## config.mk

```make
export PLATFORM = sky130hd
export DESIGN_NAME = fetch_pc_unit
export DESIGN_NICKNAME = d
export VERILOG_FILES = /design/src/rtl/fetch_pc_unit.sv
export SDC_FILE = /design/constraint.sdc
export NUM_CORES = 1
export LEC_CHECK = 0
export BUFFER_PORTS_ARGS = -buffer_cell sky130_fd_sc_hd__buf_2
export CAP_MARGIN = 40
export CORE_MARGIN = 4
export CORE_UTILIZATION = 45
export CTS_BUF_LIST = sky130_fd_sc_hd__clkbuf_8
export DETAILED_ROUTE_END_ITERATION = 8
export GPL_TIMING_DRIVEN = 1
export MAX_ROUTING_LAYER = met4
export PLACE_DENSITY = 0.72
export SYNTH_ARGS = -nofsm -noshare
export SYNTH_HDL_FRONTEND = slang
export SYNTH_SLANG_ARGS = --single-unit
```

## constraint.sdc

```tcl
create_clock -name clk -period 2.59 [get_ports clk]
set_input_delay 0.1295 -clock clk [delete_from_list [all_inputs] [get_ports clk]]
set_output_delay 0.1295 -clock clk [all_outputs]
set_load 0.005 [all_outputs]
```

## src/rtl/fetch_pc_unit.sv

```systemverilog
// -----------------------------------------------------------------------------
// fetch_pc_unit
//
// Program counter for the fetch stage. It issues instruction-fetch addresses
// to instruction memory over a valid/ready handshake. The unit boots from a
// configurable reset vector and accepts prioritised redirects, where a trap
// wins over a branch. A branch to a misaligned target parks the unit in a
// FAULT state. Only a trap redirect releases it.
//
// Parameters
//   XLEN          address / PC width in bits
//   RESET_VECTOR  PC value loaded on reset
//   IALIGN        instruction alignment: 32 (low 2 bits checked) or 16 (bit 0)
//   CNT_W         width of the saturating accepted-request counter
//
// Ports
//   clk               clock; all state updates on the rising edge
//   reset             synchronous, active-high reset
//   stall             fetch-side hold: drops fetch_valid, PC does not advance
//   fetch_ready       instruction memory accepts the current request
//   branch_taken      branch/jump redirect request
//   branch_target     branch/jump target address
//   trap_taken        trap/exception redirect request (highest priority)
//   trap_target       trap handler address (low bits are forced aligned)
//   pc                current fetch address (registered)
//   fetch_valid       fetch request valid; pc is the request address
//   misaligned_fault  high while parked in FAULT
//   fault_addr        offending branch target captured on fault entry
//   req_count         number of accepted requests, saturating at all-ones
// -----------------------------------------------------------------------------
module fetch_pc_unit #(
  parameter int              XLEN         = 32,
  parameter logic [XLEN-1:0] RESET_VECTOR = '0,
  parameter int              IALIGN       = 32,
  parameter int              CNT_W        = 16
) (
  input  logic             clk,
  input  logic             reset,
  input  logic             stall,
  input  logic             fetch_ready,
  input  logic             branch_taken,
  input  logic [XLEN-1:0]  branch_target,
  input  logic             trap_taken,
  input  logic [XLEN-1:0]  trap_target,
  output logic [XLEN-1:0]  pc,
  output logic             fetch_valid,
  output logic             misaligned_fault,
  output logic [XLEN-1:0]  fault_addr,
  output logic [CNT_W-1:0] req_count
);

  typedef enum logic [1:0] {
    ST_BOOT  = 2'd0,
    ST_RUN   = 2'd1,
    ST_FAULT = 2'd2
  } state_t;

  // Low address bits that must be zero for a legal instruction address.
  localparam logic [1:0]      ALIGN_MASK = (IALIGN == 16) ? 2'b01 : 2'b11;
  localparam logic [XLEN-1:0] PC_STEP    = XLEN'(4);

  state_t          state;
  logic            fire;
  logic            misaligned;
  logic            cnt_sat;
  logic [XLEN-1:0] trap_pc;

  assign fetch_valid = (state == ST_RUN) && !stall;
  assign fire        = fetch_valid && fetch_ready;
  assign misaligned  = |(branch_target[1:0] & ALIGN_MASK);
  assign cnt_sat     = &req_count;

  // A trap handler address is used with its alignment bits cleared. A trap
  // never faults.
  assign trap_pc = {trap_target[XLEN-1:2], trap_target[1:0] & ~ALIGN_MASK};

  // NOTE: all state below uses non-blocking assignments so every register
  // samples the pre-edge values of its peers, whatever the statement order.
  always_ff @(posedge clk) begin
    if (reset) begin
      state            <= ST_BOOT;
      pc               <= RESET_VECTOR;
      misaligned_fault <= 1'b0;
      fault_addr       <= '0;
      req_count        <= '0;
    end else begin
      // fire can only be high in RUN. An accepted request is counted even
      // when a redirect in the same cycle discards its pc+4.
      if (fire && !cnt_sat) begin
        req_count <= req_count + CNT_W'(1);
      end

      unique case (state)
        ST_BOOT: begin
          state <= ST_RUN;
        end

        ST_RUN: begin
          // Redirects act regardless of stall. They may withdraw a pending,
          // unaccepted request.
          if (trap_taken) begin
            pc <= trap_pc;
          end else if (branch_taken && misaligned) begin
            fault_addr       <= branch_target;
            misaligned_fault <= 1'b1;
            state            <= ST_FAULT;
          end else if (branch_taken) begin
            pc <= branch_target;
          end else if (fire) begin
            pc <= pc + PC_STEP;
          end
        end

        ST_FAULT: begin
          // Branches are ignored here. fault_addr keeps the culprit address.
          if (trap_taken) begin
            pc               <= trap_pc;
            misaligned_fault <= 1'b0;
            state            <= ST_RUN;
          end
        end

        default: begin
          state <= ST_BOOT;
        end
      endcase
    end
  end

endmodule

```

==> reports/metrics.csv, run 1 <==
metric;value;unit
DR WL/cell;16.8;um
sequential power share;0.403;
vias in the first global route;4400;
drt drc;0;
Die X;109;um
number of max-cap violations;0;
Initial Util;0.465;
power share of the clock group;0.203;
register area share after synthesis;0.362;
Lkg Pwr;2.58;nW
placed cells;808;
post-CTS setup repair buffer count;0;
Primary FF master, synth;dfxtp_1;
fmax;0.434;GHz
Layout Cell Area excl Fill;5600;um2
synth top area cells;dfxtp_1 36%, mux2i_1 8.5%, nor2_1 6.4%, nand2_1 3.9%, xnor2_1 3.2%;
GRT Total Usage;0.234;
GP Congestion;0.863;
fin util;0.567;
Int Pwr;2.78;mW
flops & latches, synth;83;
CP startpoint kind;flop;
Avg Cell Area, Syn;8.22;um2
Reg2Reg Setup Slack;0.28;ns
Ports;152;
Root Driver;clkbuf_8;
CP top delay family;compound AO/OA/AOI/OAI gates;
CP peak stage delay;0.59;ns
share of cells above drive strength 1;0.275;
Inserted Clock Buffers;9;
first-pass GRT wire length;21600;um
Reg-to-Reg Start;state[1];
Crit Path Category;reg -> reg;
antenna viol nets, final;0;
Critical Path Fanout Max;16;
Pwr Total;4.59;mW
EDFF count, synth;0;
CTS Hold Bufs;0;
CTS clk-pin slew, worst paths;0.09;ns
Post-Syn Instances;558;
detailed router's first-iteration violation count;394;
cell taking the most area after synthesis;dfxtp_1;
via count;4655;
clk_lat worst skew;0.36;ns
Worst Skew;0.0108;ns
P_sw;1.81;mW
worst reg2reg path depth;8;
Tmin final;2.31;ns
final wirelength;13800;um
Final setup violation count;0;
core area;9860;um2
RSZ-0062 raised after global routing;no;
fin cells;824;
largest net degree at the start of global routing;42;
htree depth;3;
CP bufs+invs;2;
CP max stage cell;o21ai_2;
Mapped Nets;635;
WHS Endpoint;fault_addr[13];
HP Start;branch_target[13];
num rows;36;
router iterations before antenna repair;4;
Worst EP required;2.86;ns
PwrDens;820;nW/um2
status;complete, no violations;
power share of the combinational group;0.394;
Hold Vio Cnt, Final;0;
Worst Tran Pin Value;0.776;ns
Crit. End Element;flop;
slew margin rel.;0.483;
post-DP HPWL;10100;um
antenna violations before repair;0;
CTS Buffer Depth;2;
Setup TNS;0;ns
Final Cycle Share;0.890;
clk sinks;83;
Netlist cell types;66;
Worst EP arrival;2.58;ns
die height;109;um
area grow syn2layout;22.0;%
Place WS;0.321;ns
synthesis warning total;0;
ANT cells;0;
Via density;5.65;
Hold/Removal Path Class;in -> reg;
switching share of power;0.395;
CP cell instances;inv_1, ha_1, nand2b_1, o21ba_2, o21ai_2, buf_4, a21oi_1, a211oi_1;
VDD IR-drop max;0.399;mV
Setup crit start;state[1];
Slew Viols, Final;0;
Die ar.;11900;um2
port bufs;149;
CTS tree;built;
cell area after synthesis;4590;um2
Yosys top cell area share;0.362;
Hold Crit Depth;3;
hold slack;0.0190;ns
# nets final;763;
reg-to-reg endpoint;pc[12];
post-CTS resize count;0;
Post-Place Cell Area;5400;um2
setup ws final;0.285;ns
Async SR Flop Fraction;0;
gr ovfl total;0;
==> power by group through the flow <==
stage,Sequential [mW],Combinational [mW],Clock [mW]
after global placement,1.86,1.74,0
after detailed placement,1.87,1.80,0
final,1.85,1.81,0.934
after floorplan,1.83,1.20,0
after global routing,1.89,2.00,1.01
after CTS,1.84,1.81,0.959
==> layout by cell type (no fill, tap or decap), drive strengths merged, types with 2 or more instances in the layout <==
cell    Yosys  final
buf        18    160
dfxtp      83     83
nor2       78     78
nand2      48     48
mux2i      39     39
o21ai      29     29
a21oi      27     27
nand3      23     23
xnor2      17     17
nand4      14     14
a211oi     12     12
and3       10     10
nor3       10     10
clkbuf     25     10
nor4       10     10
or3         9      9
o211ai      9      9
inv         7      8
and4        7      7
ha          7      7
a31oi       6      6
xor2        6      6
nor2b       5      5
nor4b       5      5
a21o        5      5
a311oi      5      5
and2        4      4
nor3b       4      4
nand2b      3      3
clkinv      0      3
or2         3      3
o221ai      2      2
a41oi       2      2
o311ai      2      2
o311a       2      2
a31o        2      2
o21a        2      2
==> state kept, by name, indices dropped and copies added (netlist names) <==
name	cells
fault_addr	32
pc	32
req_count	16
state	2
misaligned_fault	1
==> worst register-to-register path: stages (launching register included) <==
cell and delay, ns:
dfxtp_1 0.34, inv_1 0.12, ha_1 0.25, nand2b_1 0.09, o21ba_2 0.25, o21ai_2 0.59
buf_4 0.29, a21oi_1 0.05, a211oi_1 0.25
==> how the worst max path moves through the flow <==
stage | end | slack (ns) | cells past startpoint
after floorplan | pc[26] | 0.65 | 7
after global placement | pc[8] | 0.43 | 8
after detailed placement | pc[14] | 0.32 | 8
after CTS | pc[14] | 0.30 | 8
after global routing | pc[12] | 0.09 | 8
final | pc[12] | 0.28 | 8
==> cell families after synthesis <==
kind of cell	synth area share
buf+inv	0.0485
mux	0.0851
xor+xnor	0.0439
fa+ha+maj	0.0191
simple gates	0.259
flops	0.362
compound gates	0.182
==> routing by layer <==
layer  global-route usage  vias to the layer above  wire length (um)
met5                    -                        -                 0
met4               0.0604                        0               161
met3               0.0568                       15              1220
met2                0.384                      198              6500
met1                0.290                     2163              5930
li1                     -                     2279                 -
==> final cells by class <==
cell class | instances | area [um2]
fill | 940 | 4270
multi-input combinational | 425 | 2710
sequential | 83 | 1660
timing repair buffer | 160 | 841
tap | 133 | 166
clock buffer | 10 | 138
clock inverter | 6 | 56.3
inverter | 7 | 26.3
==> Yosys cell counts (4+ instances only) <==
cell,count
buf_2,13
a211oi_1,12
and2_1,4
nor3b_1,4
nand4_1,14
nor2b_1,5
xnor2_1,17
a21oi_1,27
clkbuf_1,25
or3_1,9
o21ai_0,28
ha_1,7
nor3_1,10
and4_1,7
a21o_1,5
xor2_1,6
inv_1,6
o211ai_1,9
nand2_1,48
nor2_1,78
nand3_1,22
nor4_1,9
nor4b_1,5
mux2i_1,39
dfxtp_1,83
and3_1,10
a31oi_1,6
(Power assumes the default switching activity.)
==> run 2: changes to the inputs <==
--- a/config.mk
+++ b/config.mk
@@ -13,7 +13,7 @@
 export DETAILED_ROUTE_END_ITERATION = 8
 export GPL_TIMING_DRIVEN = 1
 export MAX_ROUTING_LAYER = met4
-export PLACE_DENSITY = 0.72
+export PLACE_DENSITY_LB_ADDON = 0.05
 export SYNTH_ARGS = -nofsm -noshare
 export SYNTH_HDL_FRONTEND = slang
 export SYNTH_SLANG_ARGS = --single-unit
==> constraint.sdc (replaced) <==
create_clock -name clk -period 2.59 [get_ports clk]
set_input_delay 0.1295 -clock clk [delete_from_list [all_inputs] [get_ports clk]]
set_output_delay 0.1295 -clock clk [all_outputs]
set_load 0.02 [all_outputs]
==> run 2 against run 1 <==
Critical path depth is the same. First-iteration DRC count shrank 42%. Non-clock buffer count shrank 2. Combinational power grew 15%. Die area is the same. Utilization is essentially flat. Critical endpoint is now pc[7]. Largest power group is now combinational cells. Total power grew 7.3%. Routed wire length shrank 0.77%. Fmax shrank 0.76%.
==> reports/metrics.csv, run 2 (synthesis gave the netlist of run 1 again) <==
metric;value;unit;change
CTS clk-pin slew, worst paths;0.10;ns;about the same
status;complete, no violations;;
Worst Tran Pin Value;0.815;ns;+0.0394 ns
via count;4647;;-0.17%
FF+latch area;1660;um2;unchanged
core area;9860;um2;unchanged
slew margin rel.;0.456;;-0.0264
Final setup violation count;0;;unchanged
Hold/Removal Path Class;in -> reg;;
DR WL/cell;16.7;um;-0.53%
post-DP HPWL;9830;um;-3.0%
most common cell after layout, fill and taps aside;buf_2;;
GRT Total Usage;0.233;;-0.00170
final wirelength;13700;um;-0.77%
Worst Skew;0.0138;ns;+0.00305 ns
CTS Buffer Depth;2;;unchanged
area grow syn2layout;22.0;%;about the same
area of the multi-input gates;2710;um2;unchanged
Initial Util;0.465;;unchanged
CP startpoint kind;flop;;
Inserted Clock Buffers;9;;unchanged
Worst EP arrival;2.59;ns;about the same
Root Driver;clkbuf_8;;
FILL cells;947;;+0.74%
Die ar.;11900;um2;unchanged
most frequent cells in the layout;149 x buf_2, 83 x dfxtp_1, 77 x nor2_1;;
Final Cycle Share;0.897;;+0.00682
antenna viol nets, final;0;;unchanged
placed cells;806;;-0.25%
share of cells above drive strength 1;0.274;;-0.000653
Die X;109;um;unchanged
antenna violations before repair;0;;unchanged
number of max-cap violations;0;;unchanged
VDD IR-drop max;0.453;mV;+13%
Crit Path Category;reg -> reg;;
# nets final;761;;-0.26%
router iterations before antenna repair;5;;+1
Setup TNS;0;ns;unchanged
worst reg2reg path depth;8;;unchanged
Reg-to-Reg Start;state[1];;
clk_lat worst skew;0.36;ns;about the same
die height;109;um;unchanged
PwrDens;880;nW/um2;+7.3%
CTS tree;built;;
post-CTS resize count;0;;unchanged
first-pass GRT wire length;21300;um;-1.4%
clk sinks;83;;unchanged
Worst Setup EP;pc[7];;
fin cells;822;;-0.24%
num rows;36;;unchanged
Tmin final;2.32;ns;+0.0177 ns
CTS Hold Bufs;0;;unchanged
Via density;5.65;;about the same
GP Congestion;0.862;;-0.15%
RSZ-0062 raised after global routing;no;;
gr ovfl total;0;;unchanged
Slew Viols, Final;0;;unchanged
htree depth;3;;unchanged
reg-to-reg endpoint;pc[7];;
fmax;0.430;GHz;-0.76%
Lkg Pwr;2.57;nW;-0.61%
Reg2Reg Setup Slack;0.27;ns;-0.02 ns
Hold Vio Cnt, Final;0;;unchanged
drt drc;0;;unchanged
detailed router's first-iteration violation count;230;;-42%
Worst EP required;2.86;ns;about the same
Ports;152;;unchanged
vias in the first global route;4286;;-2.6%
Crit. End Element;flop;;
port bufs;149;;unchanged
ANT cells;0;;unchanged
largest net degree at the start of global routing;40;;-4.8%
Critical Path Fanout Max;16;;unchanged
Setup crit start;state[1];;
Top Registers;fault_addr x32, pc x32, req_count x16;;
post-CTS setup repair buffer count;0;;unchanged
==> run 2: per-layer routing <==
| metal | up-vias | GRT usage | part of all wire | wire length, um |
|---|---|---|---|---|
| met3 | 22 | 0.0456 | 0.079 | 1080 |
| li1 | 2279 | - | - | - |
| met2 | 193 | 0.368 | 0.47 | 6390 |
| met5 | - | - | 0 | 0 |
| met4 | 0 | 0.0866 | 0.021 | 281 |
| met1 | 2153 | 0.295 | 0.43 | 5960 |
==> run 2: report_power, final <==
part	leakage [nW]	internal, mW	total (mW)	switching (mW)
combinational	1.80	0.781	2.08	1.30
sequential	0.675	1.53	1.85	0.313
clock	0.0971	0.482	0.998	0.516
==> run 2: metrics by stage <==
stage	util	power [mW]	area, um2	hold WS [ns]	setup slack (ns)
global placement	0.544	3.87	5370	0.377	0.408
finish	0.567	4.92	5600	0.0162	0.267
floorplan	-	3.31	4590	0.273	0.523
detailed placement	0.546	3.94	5390	0.388	0.310
CTS	0.567	4.94	5600	0.0106	0.286
global route	0.567	5.25	5600	0.0218	0.0606
==> run 2: critical path, stage by stage (launching register included) <==
cell	delay (ns)
dfxtp_1	0.35
inv_1	0.12
ha_1	0.24
nand2b_1	0.09
o21ba_2	0.24
o21ai_2	0.64
buf_4	0.28
a21oi_1	0.05
a211oi_1	0.23
==> run 2: final cells by class <==
class / instances / area share
multi-input cells: 425 / 0.484
well taps: 133 / 0.0297
clock buffers: 10 / 0.0246
inverters: 7 / 0.00469
clock inverters: 6 / 0.0130
flip-flops and latches: 83 / 0.297
repair buffers: 158 / 0.148
==> run 2: worst min path at each step <==
stage	slack (ns)	startpoint	endpoint	cells past startpoint
finish	0.02	branch_target[2]	fault_addr[2]	3
global route	0.02	branch_target[13]	fault_addr[13]	3
CTS	0.01	branch_target[14]	fault_addr[14]	3
detailed placement	0.39	branch_target[14]	fault_addr[14]	3
global placement	0.38	branch_target[26]	fault_addr[26]	3
floorplan	0.27	branch_target[0]	fault_addr[0]	2
==> run 3: changes to the inputs <==
--- a/config.mk
+++ b/config.mk
@@ -13,7 +13,7 @@
 export DETAILED_ROUTE_END_ITERATION = 8
 export GPL_TIMING_DRIVEN = 1
 export MAX_ROUTING_LAYER = met4
-export PLACE_DENSITY_LB_ADDON = 0.05
+export PLACE_DENSITY = 0.78
 export SYNTH_ARGS = -nofsm -noshare
 export SYNTH_HDL_FRONTEND = slang
 export SYNTH_SLANG_ARGS = --single-unit
==> run 3 against run 2 <==
Routed wire length up 1.2%. Utilization decreased by 0.10 points. Worst setup slack improved by 0.051 ns. Cell area is 0.18% lower. Combinational power barely moved. Sequential share of layout area increased by 0.053 points. Register-to-register slack better by 0.05 ns. Critical path type unchanged. Highest routed layer unchanged.
==> reports/metrics.csv, run 3 (synthesis gave the netlist of run 1 again) <==
metric;value;unit;change
Hold Crit Depth;3;;unchanged
HP Start;branch_target[25];;
DR top layer;met4;;
WHS Endpoint;fault_addr[25];;
Worst EP required;2.86;ns;about the same
Worst Tran Pin Value;0.783;ns;-0.0320 ns
power share of the combinational group;0.430;;+0.008
switching share of power;0.431;;-0.000716
worst reg2reg path depth;8;;unchanged
most common cell after layout, fill and taps aside;buf_2;;
Final setup violation count;0;;unchanged
CTS clk-pin slew, worst paths;0.09;ns;about the same
antenna viol nets, final;0;;unchanged
slew margin rel.;0.478;;+0.0214
Worst Skew;0.0119;ns;-0.00190 ns
Hold Vio Cnt, Final;0;;unchanged
area grow syn2layout;21.8;%;
DRT met1 WL;5910;um;-0.84%
Crit Path Category;reg -> reg;;
Reg-to-Reg Start;state[1];;
P_sw;2.09;mW;-1.9%
# nets final;763;;+0.26%
via count;4754;;+2.3%
share of cells above drive strength 1;0.274;;-0.000398
RSZ-0062 raised after global routing;no;;
number of max-cap violations;0;;unchanged
most frequent cells in the layout;149 x buf_2, 83 x dfxtp_1, 77 x nor2_1;;
num rows;36;;unchanged
Die X;109;um;unchanged
CTS Hold Bufs;0;;unchanged
Pwr Total;4.84;mW;-1.7%
PwrDens;866;nW/um2;-1.5%
sequential power share;0.383;;+0.008
core area;9860;um2;unchanged
Top Registers;fault_addr x32, pc x32, req_count x16;;
GRT Total Usage;0.235;;+0.00238
final wirelength;13900;um;+1.2%
post-CTS resize count;0;;unchanged
Hold/Removal Path Class;in -> reg;;
clk sinks;83;;unchanged
post-DP HPWL;10200;um;+4.0%
vias in the first global route;4322;;+0.84%
power share of the clock group;0.187;;-0.016
met3 wire len;1300;um;+21%
fin cells;824;;+0.24%
fmax;0.440;GHz;+2.3%
Initial Util;0.465;;unchanged
DR WL/cell;16.8;um;+0.96%
Tmin final;2.27;ns;-0.0514 ns
Final Cycle Share;0.877;;-0.0198
Reg2Reg Setup Slack;0.32;ns;+0.05 ns
antenna violations before repair;1;;+1
Inserted Clock Buffers;9;;unchanged
WL met2;6460;um;+1.2%
Slew Viols, Final;0;;unchanged
Via density;5.77;;+2.1%
Crit. End Element;flop;;
drt drc;0;;unchanged
htree depth;3;;unchanged
gr ovfl total;0;;unchanged
GP Congestion;0.894;;+3.8%
port bufs;149;;unchanged
Ports;152;;unchanged
CTS tree;built;;
Lkg Pwr;2.57;nW;+0.19%
clk_lat worst skew;0.36;ns;about the same
first-pass GRT wire length;21600;um;+1.3%
VDD IR-drop max;0.398;mV;-12%
CTS Buffer Depth;2;;unchanged
largest net degree at the start of global routing;41;;+2.5%
router iterations before antenna repair;5;;unchanged
placed cells;808;;+0.25%
fin util;0.566;;-0.00101
status;complete, no violations;;
detailed router's first-iteration violation count;332;;+44%
Root Driver;clkbuf_8;;
Critical Path Fanout Max;16;;unchanged
die height;109;um;unchanged
Setup TNS;0;ns;unchanged
CP startpoint kind;flop;;
Die ar.;11900;um2;unchanged
reg-to-reg endpoint;pc[14];;
Int Pwr;2.75;mW;-1.6%
post-CTS setup repair buffer count;0;;unchanged
Worst EP arrival;2.54;ns;-0.05 ns
-- run 3: cell types whose count changed in the layout (fill, tap and decap cells not counted), sizes merged --
cell	previous run	this run
diode	0	1
inv	9	8
clkbuf	10	9
clkinvlp	3	2
buf	158	160
clkinv	0	2
-- run 3: how the worst max path moves through the flow --
stage / cells after the start / from / to
5_1_grt: 8 / state[1] / pc[8]
3_5_place_dp: 8 / state[1] / pc[14]
6_report: 8 / state[1] / pc[14]
3_3_place_gp: 8 / state[1] / pc[8]
2_1_floorplan: 7 / pc[2] / pc[26]
4_1_cts: 8 / state[1] / pc[14]
-- run 3: area by class of cell --
| class | instances | area [um2] |
|---|---|---|
| diodes | 1 | 2.50 |
| clock buffers | 9 | 124 |
| clock inverters | 6 | 58.8 |
| fillers | 904 | 4280 |
| inverters | 7 | 26.3 |
| multi-input cells | 425 | 2710 |
| flip-flops and latches | 83 | 1660 |
| well taps | 133 | 166 |
| repair buffers | 160 | 841 |
-- run 3: critical path: stages (launching register included) --
cell,delay [ns]
dfxtp_1,0.35
inv_1,0.11
ha_1,0.25
nand2b_1,0.09
o21ba_2,0.25
o21ai_2,0.56
buf_4,0.29
a21oi_1,0.06
a211oi_1,0.23
-- run 3: power by group through the flow --
stage / clock network [mW] / logic, mW / registers [mW]
after floorplan: 0 / 1.21 / 2.10
after global placement: 0 / 2.01 / 1.85
after detailed placement: 0 / 2.07 / 1.87
after CTS: 0.920 / 2.08 / 1.84
after global routing: 0.989 / 2.29 / 1.89
final: 0.904 / 2.08 / 1.85
-- run 3: metrics by stage --
step / worst slack [ns] / hold slack [ns] / cell area, um2
5_1_grt: 0.147 / 0.0200 / 5590
3_3_place_gp: 0.448 / 0.383 / 5380
6_report: 0.318 / 0.0246 / 5590
4_1_cts: 0.340 / 0.0233 / 5580
2_1_floorplan: 0.523 / 0.273 / 4590
3_5_place_dp: 0.367 / 0.395 / 5400
-- run 3: metal layers --
layer / vias to the layer above / track usage
met3: 22 / 0.0598
met1: 2237 / 0.302
met4: 0 / 0.0577
li1: 2278 / -
met5: - / -
met2: 217 / 0.371
